==> src/rtl/multibyte_add_seq_if.sv <==
// Handshake bundle for the byte-serial multi-precision adder.
// master drives operands and out_ready; slave is the adder itself.
`timescale 1ns/1ps

interface multibyte_add_seq_if #(
    parameter int NBYTES = 4
);
    localparam int W = 8 * NBYTES;

    logic         in_valid;
    logic         in_ready;
    logic [W-1:0] in_a;
    logic [W-1:0] in_b;
    logic         in_cin;
    logic         out_valid;
    logic         out_ready;
    logic [W-1:0] out_sum;
    logic         out_cout;
    logic         out_ovf;

    modport master (
        output in_valid,
        output in_a,
        output in_b,
        output in_cin,
        output out_ready,
        input  in_ready,
        input  out_valid,
        input  out_sum,
        input  out_cout,
        input  out_ovf
    );

    modport slave (
        input  in_valid,
        input  in_a,
        input  in_b,
        input  in_cin,
        input  out_ready,
        output in_ready,
        output out_valid,
        output out_sum,
        output out_cout,
        output out_ovf
    );
endinterface

==> src/rtl/multibyte_add_seq.sv <==
// Byte-serial adder: NBYTES-wide a+b+cin through one 8-bit ripple adder.
// Ports: clk, rst_n (async low), bus (slave: in_* accept, out_* result).
`timescale 1ns/1ps

module adder_8bit (
    input  logic [7:0] a,
    input  logic [7:0] b,
    input  logic       cin,
    output logic [7:0] sum,
    output logic       cout
);
    logic c;

    always_comb begin
        sum = '0;
        c   = cin;
        for (int k = 0; k < 8; k++) begin
            sum[k] = a[k] ^ b[k] ^ c;
            c      = (a[k] & b[k]) | (c & (a[k] ^ b[k]));
        end
        cout = c;
    end
endmodule

module multibyte_add_seq #(
    parameter int NBYTES = 4
) (
    input  logic                clk,
    input  logic                rst_n,
    multibyte_add_seq_if.slave  bus
);
    localparam int IW = (NBYTES > 1) ? $clog2(NBYTES) : 1;

    typedef enum logic [1:0] {
        IDLE,
        ADD,
        DONE
    } state_t;

    state_t                  state;
    logic [NBYTES-1:0][7:0]  a_reg;
    logic [NBYTES-1:0][7:0]  b_reg;
    logic [NBYTES-1:0][7:0]  acc;
    logic [NBYTES-1:0][7:0]  nxt_acc;
    logic                    carry_reg;
    logic [IW-1:0]           idx;

    logic [7:0]              s;
    logic                    co;
    logic                    last;
    logic                    msb_c;

    adder_8bit u_add (
        .a    (a_reg[idx]),
        .b    (b_reg[idx]),
        .cin  (carry_reg),
        .sum  (s),
        .cout (co)
    );

    assign last = (idx == IW'(NBYTES - 1));

    // Carry into the sign bit, recovered from the top byte's sum bit.
    assign msb_c = a_reg[NBYTES-1][7] ^ b_reg[NBYTES-1][7] ^ s[7];

    always_comb begin
        nxt_acc      = acc;
        nxt_acc[idx] = s;
    end

    always_ff @(posedge clk or negedge rst_n) begin
        if (!rst_n) begin
            state         <= IDLE;
            a_reg         <= '0;
            b_reg         <= '0;
            acc           <= '0;
            carry_reg     <= 1'b0;
            idx           <= '0;
            bus.in_ready  <= 1'b1;
            bus.out_valid <= 1'b0;
            bus.out_sum   <= '0;
            bus.out_cout  <= 1'b0;
            bus.out_ovf   <= 1'b0;
        end else begin
            unique case (state)
                IDLE: begin
                    if (bus.in_valid) begin
                        a_reg        <= bus.in_a;
                        b_reg        <= bus.in_b;
                        carry_reg    <= bus.in_cin;
                        idx          <= '0;
                        acc          <= '0;
                        bus.in_ready <= 1'b0;
                        state        <= ADD;
                    end
                end
                ADD: begin
                    acc       <= nxt_acc;
                    carry_reg <= co;
                    if (last) begin
                        // Index parks at NBYTES-1; cleared on next accept.
                        bus.out_sum   <= nxt_acc;
                        bus.out_cout  <= co;
                        bus.out_ovf   <= msb_c ^ co;
                        bus.out_valid <= 1'b1;
                        state         <= DONE;
                    end else begin
                        idx <= idx + 1'b1;
                    end
                end
                DONE: begin
                    if (bus.out_ready) begin
                        bus.out_valid <= 1'b0;
                        bus.in_ready  <= 1'b1;
                        state         <= IDLE;
                    end
                end
                default: begin
                    state <= IDLE;
                end
            endcase
        end
    end
endmodule
==> src/flat_wrapper.sv <==
// flat-port wrapper written by rule: the top's interface ports become plain ports
module multibyte_add_seq_flat 
#(
    parameter int NBYTES = 4
)
  (clk, rst_n, bus_in_valid, bus_in_a, bus_in_b, bus_in_cin, bus_out_ready, bus_in_ready, bus_out_valid, bus_out_sum, bus_out_cout, bus_out_ovf);
  multibyte_add_seq_if #(.NBYTES(NBYTES)) bus_i ();
  input  logic clk;
  input  logic rst_n;
  input wire logic [$bits(bus_i.in_valid)-1:0] bus_in_valid;
  input wire logic [$bits(bus_i.in_a)-1:0] bus_in_a;
  input wire logic [$bits(bus_i.in_b)-1:0] bus_in_b;
  input wire logic [$bits(bus_i.in_cin)-1:0] bus_in_cin;
  input wire logic [$bits(bus_i.out_ready)-1:0] bus_out_ready;
  output wire logic [$bits(bus_i.in_ready)-1:0] bus_in_ready;
  output wire logic [$bits(bus_i.out_valid)-1:0] bus_out_valid;
  output wire logic [$bits(bus_i.out_sum)-1:0] bus_out_sum;
  output wire logic [$bits(bus_i.out_cout)-1:0] bus_out_cout;
  output wire logic [$bits(bus_i.out_ovf)-1:0] bus_out_ovf;
  assign bus_i.in_valid = bus_in_valid;
  assign bus_i.in_a = bus_in_a;
  assign bus_i.in_b = bus_in_b;
  assign bus_i.in_cin = bus_in_cin;
  assign bus_i.out_ready = bus_out_ready;
  assign bus_in_ready = bus_i.in_ready;
  assign bus_out_valid = bus_i.out_valid;
  assign bus_out_sum = bus_i.out_sum;
  assign bus_out_cout = bus_i.out_cout;
  assign bus_out_ovf = bus_i.out_ovf;
  multibyte_add_seq #(.NBYTES(NBYTES)) u_core (.clk(clk), .rst_n(rst_n), .bus(bus_i));
endmodule
==> config.mk <==
export PLATFORM = sky130hd
export DESIGN_NAME = multibyte_add_seq_flat
export DESIGN_NICKNAME = d
export VERILOG_FILES = /design/src/rtl/multibyte_add_seq_if.sv /design/src/rtl/multibyte_add_seq.sv /design/src/flat_wrapper.sv
export SDC_FILE = /design/constraint.sdc
export NUM_CORES = 1
export LEC_CHECK = 0
export BUFFER_PORTS_ARGS = -buffer_cell sky130_fd_sc_hd__buf_2
export CORE_MARGIN = 2
export CORE_UTILIZATION = 30
export CTS_CLUSTER_SIZE = 14
export DETAILED_ROUTE_END_ITERATION = 7
export SLEW_MARGIN = 10
export SYNTH_ARGS = -nofsm -noshare
export SYNTH_HDL_FRONTEND = slang
export SYNTH_SLANG_ARGS = --single-unit
==> constraint.sdc <==
create_clock -name clk -period 8 [get_ports clk]
set_input_delay 0.8 -clock clk [delete_from_list [all_inputs] [get_ports clk]]
set_output_delay 0.8 -clock clk [all_outputs]
set_load 0.02 [all_outputs]
=== Yosys cells after proc, flatten, opt, wreduce, memory -nomap -nowiden ===
Cells that the tools add are included.

* Input port bits: 69
* Latch bits: 0
* Memories kept: 0
* Memory bits (read-only): 0
* Memory bits (writable): 0
* Flip-flop bits (word level): 137
* Logic and storage cells: 109

* Shifts and indexed selects: 0
* Div/mod/pow operators: 0
* Bitwise gates (word level): 43
* Equality and inequality tests: 7
* Reductions and logical operators: 12
* $mul: 0
* Add/subtract/negate cells: 1
* Magnitude comparators: 2
* Muxes and demuxes: 24

{| class="wikitable"
|+ Operator list
! kind !! number
|-
| $pmux W32 S2 || 1
|-
| $bmux W8 S2 || 2
|-
| $bwmux W32 || 1
|-
| $mux W32 || 1
|-
| $mux W8 || 3
|-
| $xor A1 B1 Y1 || 19
|-
| $and A1 B1 Y1 || 16
|-
| $demux W8 S2 || 1
|-
| $reduce_and A3 Y1 || 4
|-
| $mux W2 || 5
|-
| $or A1 B1 Y1 || 8
|-
| $ne A2 B2 Y1 const B || 3
|-
| $pmux W1 S2 || 3
|-
| $pmux W2 S3 || 1
|-
| $reduce_and A2 Y1 || 3
|-
| $reduce_bool A2 Y1 || 3
|-
| $mux W1 || 5
|-
| $eq A2 B2 Y1 const B || 2
|-
| $pmux W2 S2 || 1
|-
| $lt A2 B3 Y1 const B || 1
|-
| $add A2 B1 Y2 const B || 1
|-
| $eq A2 B1 Y1 const B || 1
|-
| $ge A2 B1 Y1 const B || 1
|-
| $logic_not A2 Y1 || 1
|-
| other kinds (2) || 2
|}

=== Depth between registers and ports, before layout ===
* Word-level depth: 20
* Mapped depth: 17
* Gate-level depth less buffers: 15

=== Cells and area by module ===
A second synthesis with hierarchy kept.

* Cell total of the unflattened synthesis: 433
* Area, all modules: 5,810.6 um^2

{| class="wikitable"
|+ Modules (own cells, without submodules)
! module !! area an instance (um^2) !! instances !! cells an instance
|-
| multibyte_add_seq || 5,612.9 || 1 || 415
|-
| adder_8bit || 197.7 || 1 || 18
|}

=== Least setup slack after synthesis ===
No wires, ideal clock.

* Path type: register -> register
* From: register u_core.idx[0]
* To: register u_core.bus.out_ovf
* Period minus slack after synthesis: 4.960 ns
* Buffers on the path: 2
* Library setup time: 0.132 ns
* Slack: 3.040 ns
* Cell stages (with the launch flop): 18
* Arrival time: 4.828 ns
* Cell sequence: dfrtp_1 -> buf_2 -> buf_4 -> mux4_2 -> fa_1 -> fa_1 -> fa_1 -> fa_1 -> inv_1 -> fa_1 -> inv_1 -> fa_1 -> fa_1 -> inv_1 -> fa_1 -> xnor2_1 -> xnor2_1 -> o21ai_0

* Longest elaborated chain between the ends: 20
* Elaborated cells on any way between the ends: 41
* Classes of those cells: eq/ne (1); mux (4); bitwise (35); reduce/logical (1)

{| class="wikitable"
|+ Ends and longest elaborated chain
! item !! line !! source
|-
| start: declaration || multibyte_add_seq.sv:46 || <nowiki>logic [IW-1:0] idx;</nowiki>
|-
| start signal: assignment || multibyte_add_seq.sv:108 || <nowiki>idx <= idx + 1'b1;</nowiki>
|-
| $bmux W8 S2, on equally long branches || multibyte_add_seq.sv:54, multibyte_add_seq.sv:55 ||
|-
| $mux W8, on equally long branches || multibyte_add_seq.sv:54, multibyte_add_seq.sv:55 ||
|-
| $xor A1 B1 Y1 || multibyte_add_seq.sv:19 || <nowiki>c = (a[k] & b[k]) | (c & (a[k] ^ b[k]));</nowiki>
|-
| $and A1 B1 Y1 || multibyte_add_seq.sv:19 ||
|-
| $or A1 B1 Y1 || multibyte_add_seq.sv:19 ||
|-
| $and A1 B1 Y1 || multibyte_add_seq.sv:19 ||
|-
| $or A1 B1 Y1 || multibyte_add_seq.sv:19 ||
|-
| $and A1 B1 Y1 || multibyte_add_seq.sv:19 ||
|-
| [... 4 more ...] || n/a ||
|-
| $or A1 B1 Y1 || multibyte_add_seq.sv:19 ||
|-
| $and A1 B1 Y1 || multibyte_add_seq.sv:19 ||
|-
| $or A1 B1 Y1 || multibyte_add_seq.sv:19 ||
|-
| $and A1 B1 Y1 || multibyte_add_seq.sv:19 ||
|-
| $or A1 B1 Y1 || multibyte_add_seq.sv:19 ||
|-
| $xor A1 B1 Y1 or $and A1 B1 Y1 (tied branches) || multibyte_add_seq.sv:18, multibyte_add_seq.sv:19 ||
|-
| $xor A1 B1 Y1 or $or A1 B1 Y1 (tied branches) || multibyte_add_seq.sv:64, multibyte_add_seq.sv:19 ||
|-
| $xor A1 B1 Y1 || multibyte_add_seq.sv:104 || <nowiki>bus.out_ovf <= msb_c ^ co;</nowiki>
|-
| end signal: assignment || multibyte_add_seq.sv:104 ||
|-
| end: declaration || multibyte_add_seq_if.sv:44 || <nowiki>output out_ovf</nowiki>
|}

Parallel ways exist; a longest one is shown, timed or not. The select of a mux whose other input is x is not followed.
A chain may end at the register's enable or synchronous reset.

=== Worst setup path after layout ===
Same ends and word-level chain as after synthesis.

==> reports/metrics.csv <==
stage,metric,value,unit
clock_tree,cts_root_buf,clkbuf_16,
finish,diodes,0,
global_routing,grt_max_degree,79,
worst_setup_path,cp_max_fo,11,
sta,hold_viol,0,
sta,final-setup-viol-count,0,
clock_tree,cts_tree,done,
clock_tree,ctsHoldBuffers,0,
sta,fmax,0.187,GHz
routing,routed_wl,13200,microns
synth,yosys.area.top_type_share,0.559,
worst_setup_path,cp.arrival,5.62,ns
global_routing,grt_pass1_wl,20700,microns
worst_setup_path,crit_buf_inv,4,
synth,synth_xor_area_frac,0.00459,
clock_tree,cts_setup_buffers,0,
synth,synth.avg_cell_area,13.6,sq um
floorplanning,initial_core_util,0.306,
routing,ant_nets,0,
finish,drive_gt1_frac,0.371,
sta,tns,0,ns
placed_design,dp_cells,731,
synth,synth.area.top_cells,"dfrtp_1 (56%), mux2_2 (7.1%), mux4_2 (6.3%)",
sta,slew_violations,0,
routing,drt-wirelength-per-cell,17.3,microns
synth,ys_types,31,
clock_tree,clk_pin_slew,0.06,ns
routing,drtPass1Iterations,5,
placed_design,dpl_worst_slack,2.60,ns
clock_tree,cts.repair.resized,0,
worst_hold_path,hp-class,in2async,
floorplanning,core_area,0.0187,sq mm
routing,viasPerCell,4.72,
routing,drtIter0Drc,209,
synth,postSynthCellCount,422,
clock_tree,htreeDepth,4,
placed_design,dp_hpwl,9470,microns
synth,netlist_area,0.00573,sq mm
worst_setup_path,crit_type,reg2reg,
worst_setup_path,slowest_stage,dfrtp_1,
synth,synthSimpleGateAreaFrac,0.0474,
synth,yosysSeqAreaShare,0.564,
clock_tree,clock_latency,0.43,ns
worst_setup_path,crit_family,adder cells,
finish,nets,597,
worst_setup_path,critPathCaptureType,register,
synth,synthesis.nets,503,
worst_setup_path,crit_required,8.28,ns
clock_tree,cts_made_buffers,17,
worst_setup_path,crit_top_cell,fa_1,
synth,synth_largest_area_cell,dfrtp_1,
synth,synth_top_family_by_area,multiplexers,
finish,area_growth,23.1,%
floorplanning,die_h,142,microns
sta,slew_headroom,0.348,
clock_tree,clockBufferDepth,2,
floorplanning,dieWidth,142,microns
synth,yosysWarnings,0,
worst_setup_path,timing.rr.start,u_core.idx[0]$_DFFE_PN0P_,
synth,synth_compound_area_frac,0.0747,
sta,rsz0062_at_grt,false,
global_routing,grt_pass1_vias,3814,
sta,worst_pin_slew,0.977,ns
floorplanning,rows,50,
placed_design,gp_congestion,0.776,
placed_design,io_buffers,104,
global_routing,antenna_found_initial,0,
synth,ys_seq_elements,129,
worst_setup_path,slowest_delay,0.72,ns
routing,num_vias,3605,
sta,setup_slack,2.66,ns
routing,drc_errors,0,
clock_tree,cts_sinks,129,
sta,finClkSkew,0.0134,ns
worst_setup_path,critPathLaunch,u_core.idx[0]$_DFFE_PN0P_,
sta,hold_ws,0.401,ns
worst_setup_path,cp_cell_sequence,"buf_4, mux4_2, fa_1, fa_1, fa_1, fa_1, inv_1, fa_1, inv_1, fa_1, fa_1, inv_1, fa_1, xnor2_1, xnor2_1, o21ai_0",
synth,synth_mux_area_frac,0.231,
global_routing,grtUsageTotal,0.137,
finish,layoutNonFillerInstCount,763,
sta,period_share,0.668,
sta,layout_min_cycle_time,5.34,ns
global_routing,overflow,0,
worst_setup_path,crit_path_start_kind,register,
floorplanning,dieArea,0.0202,sq mm
status,run_status,"finished, final reports clean",
synth,synthAdderAreaFrac,0.0367,
run,maxCapViolCount,0,
floorplanning,ios,105,
-- layout by cell type, fill, tap and decap left out --
master      instances
o21ai_0            32
o21ai_1             3
ha_1                4
and2_0              3
clkinv_2            1
nor3b_4             1
clkinvlp_4          2
clkinv_4            3
buf_4               5
buf_2             103
mux4_2             16
nand2_1            49
a31o_2              1
bufinv_16           5
a22o_1             24
inv_1              15
mux2i_1            23
xnor2_1             3
dfrtp_1           128
a21oi_1             3
dfstp_2             1
mux2_2             36
nor2b_1             1
nand2b_1            2
and3b_1             1
clkbuf_16          17
nand3b_1            1
inv_6               4
nor3b_1             1
nor2_1              2
o221ai_1            1
fa_1                8
o21ba_2             1
mux2_1             29
-- final timing paths --
path                            cells past startpoint                                 end  slack (ns)
worst min-delay path                                1   u_core.bus.out_sum[4]$_DFFE_PN0P_        0.40
min in group clk                                    2  u_core.bus.out_sum[11]$_DFFE_PN0P_        0.47
worst min register to register                      2  u_core.bus.out_sum[11]$_DFFE_PN0P_        0.47
worst max register to register                     16      u_core.bus.out_ovf$_DFFE_PN0P_        2.66
worst max-delay path                               16      u_core.bus.out_ovf$_DFFE_PN0P_        2.66
max in group asynchronous                           2  u_core.bus.out_sum[31]$_DFFE_PN0P_        6.17
-- per-stage QoR --
stage | util | cell area, sq um
2_1_floorplan | - | 5730
6_report | 0.377 | 7050
3_5_place_dp | 0.342 | 6390
3_3_place_gp | 0.342 | 6390
4_1_cts | 0.377 | 7050
5_1_grt | 0.377 | 7050
-- logic make-up (layout without fill, tap and decap cells) --
logic type	after synthesis	after routing
XOR/XNOR	3	3
multiplexers	104	104
adder cells (fa/ha/maj)	12	12
flip-flops	129	129
AO/OA/AOI/OAI	65	65
AND/OR/NAND/NOR	61	61
buffers and inverters	48	155
-- synthesized netlist by cell type --
| cell | number |
|---|---|
| dfrtp_1 | 128 |
| nand2_1 | 49 |
| mux2_2 | 36 |
| o21ai_0 | 32 |
| mux2_1 | 29 |
| a22o_1 | 24 |
| mux2i_1 | 23 |
| clkbuf_1 | 16 |
| mux4_2 | 16 |
| inv_1 | 15 |
| fa_1 | 8 |
| buf_2 | 5 |
| buf_4 | 5 |
| buf_6 | 4 |
| ha_1 | 4 |
| a21oi_1 | 3 |
| and2_0 | 3 |
| clkbuf_2 | 3 |
| o21ai_1 | 3 |
| xnor2_1 | 3 |
| nand2b_1 | 2 |
| nor2_1 | 2 |
| a31o_2 | 1 |
| and3b_1 | 1 |
| dfstp_2 | 1 |
| nand3b_1 | 1 |
| nor2b_1 | 1 |
| nor3b_1 | 1 |
| nor3b_4 | 1 |
| o21ba_2 | 1 |
| o221ai_1 | 1 |
-- per-layer routing --
layer  wire (microns)  up-vias  part of all wire  global-route usage
met5                0        -                 0                   0
met4              218        0             0.017              0.0532
met3              744       15             0.056              0.0421
met2             6270      109              0.48               0.218
met1             5950     1812              0.45               0.176
li1                 -     1669                 -                   -
-- cell type report --
type,instances,area [sq um]
multi-input combinational,245,2260
sequential,129,3230
fill,1788,11700
clock buffer,17,425
inverter,15,56.3
tap,234,293
timing repair buffer,108,553
clock inverter,15,231
Power is left out: the tool's default activity adds up to more than one toggle a clock period on the data nets, which glitch-free logic cannot reach.
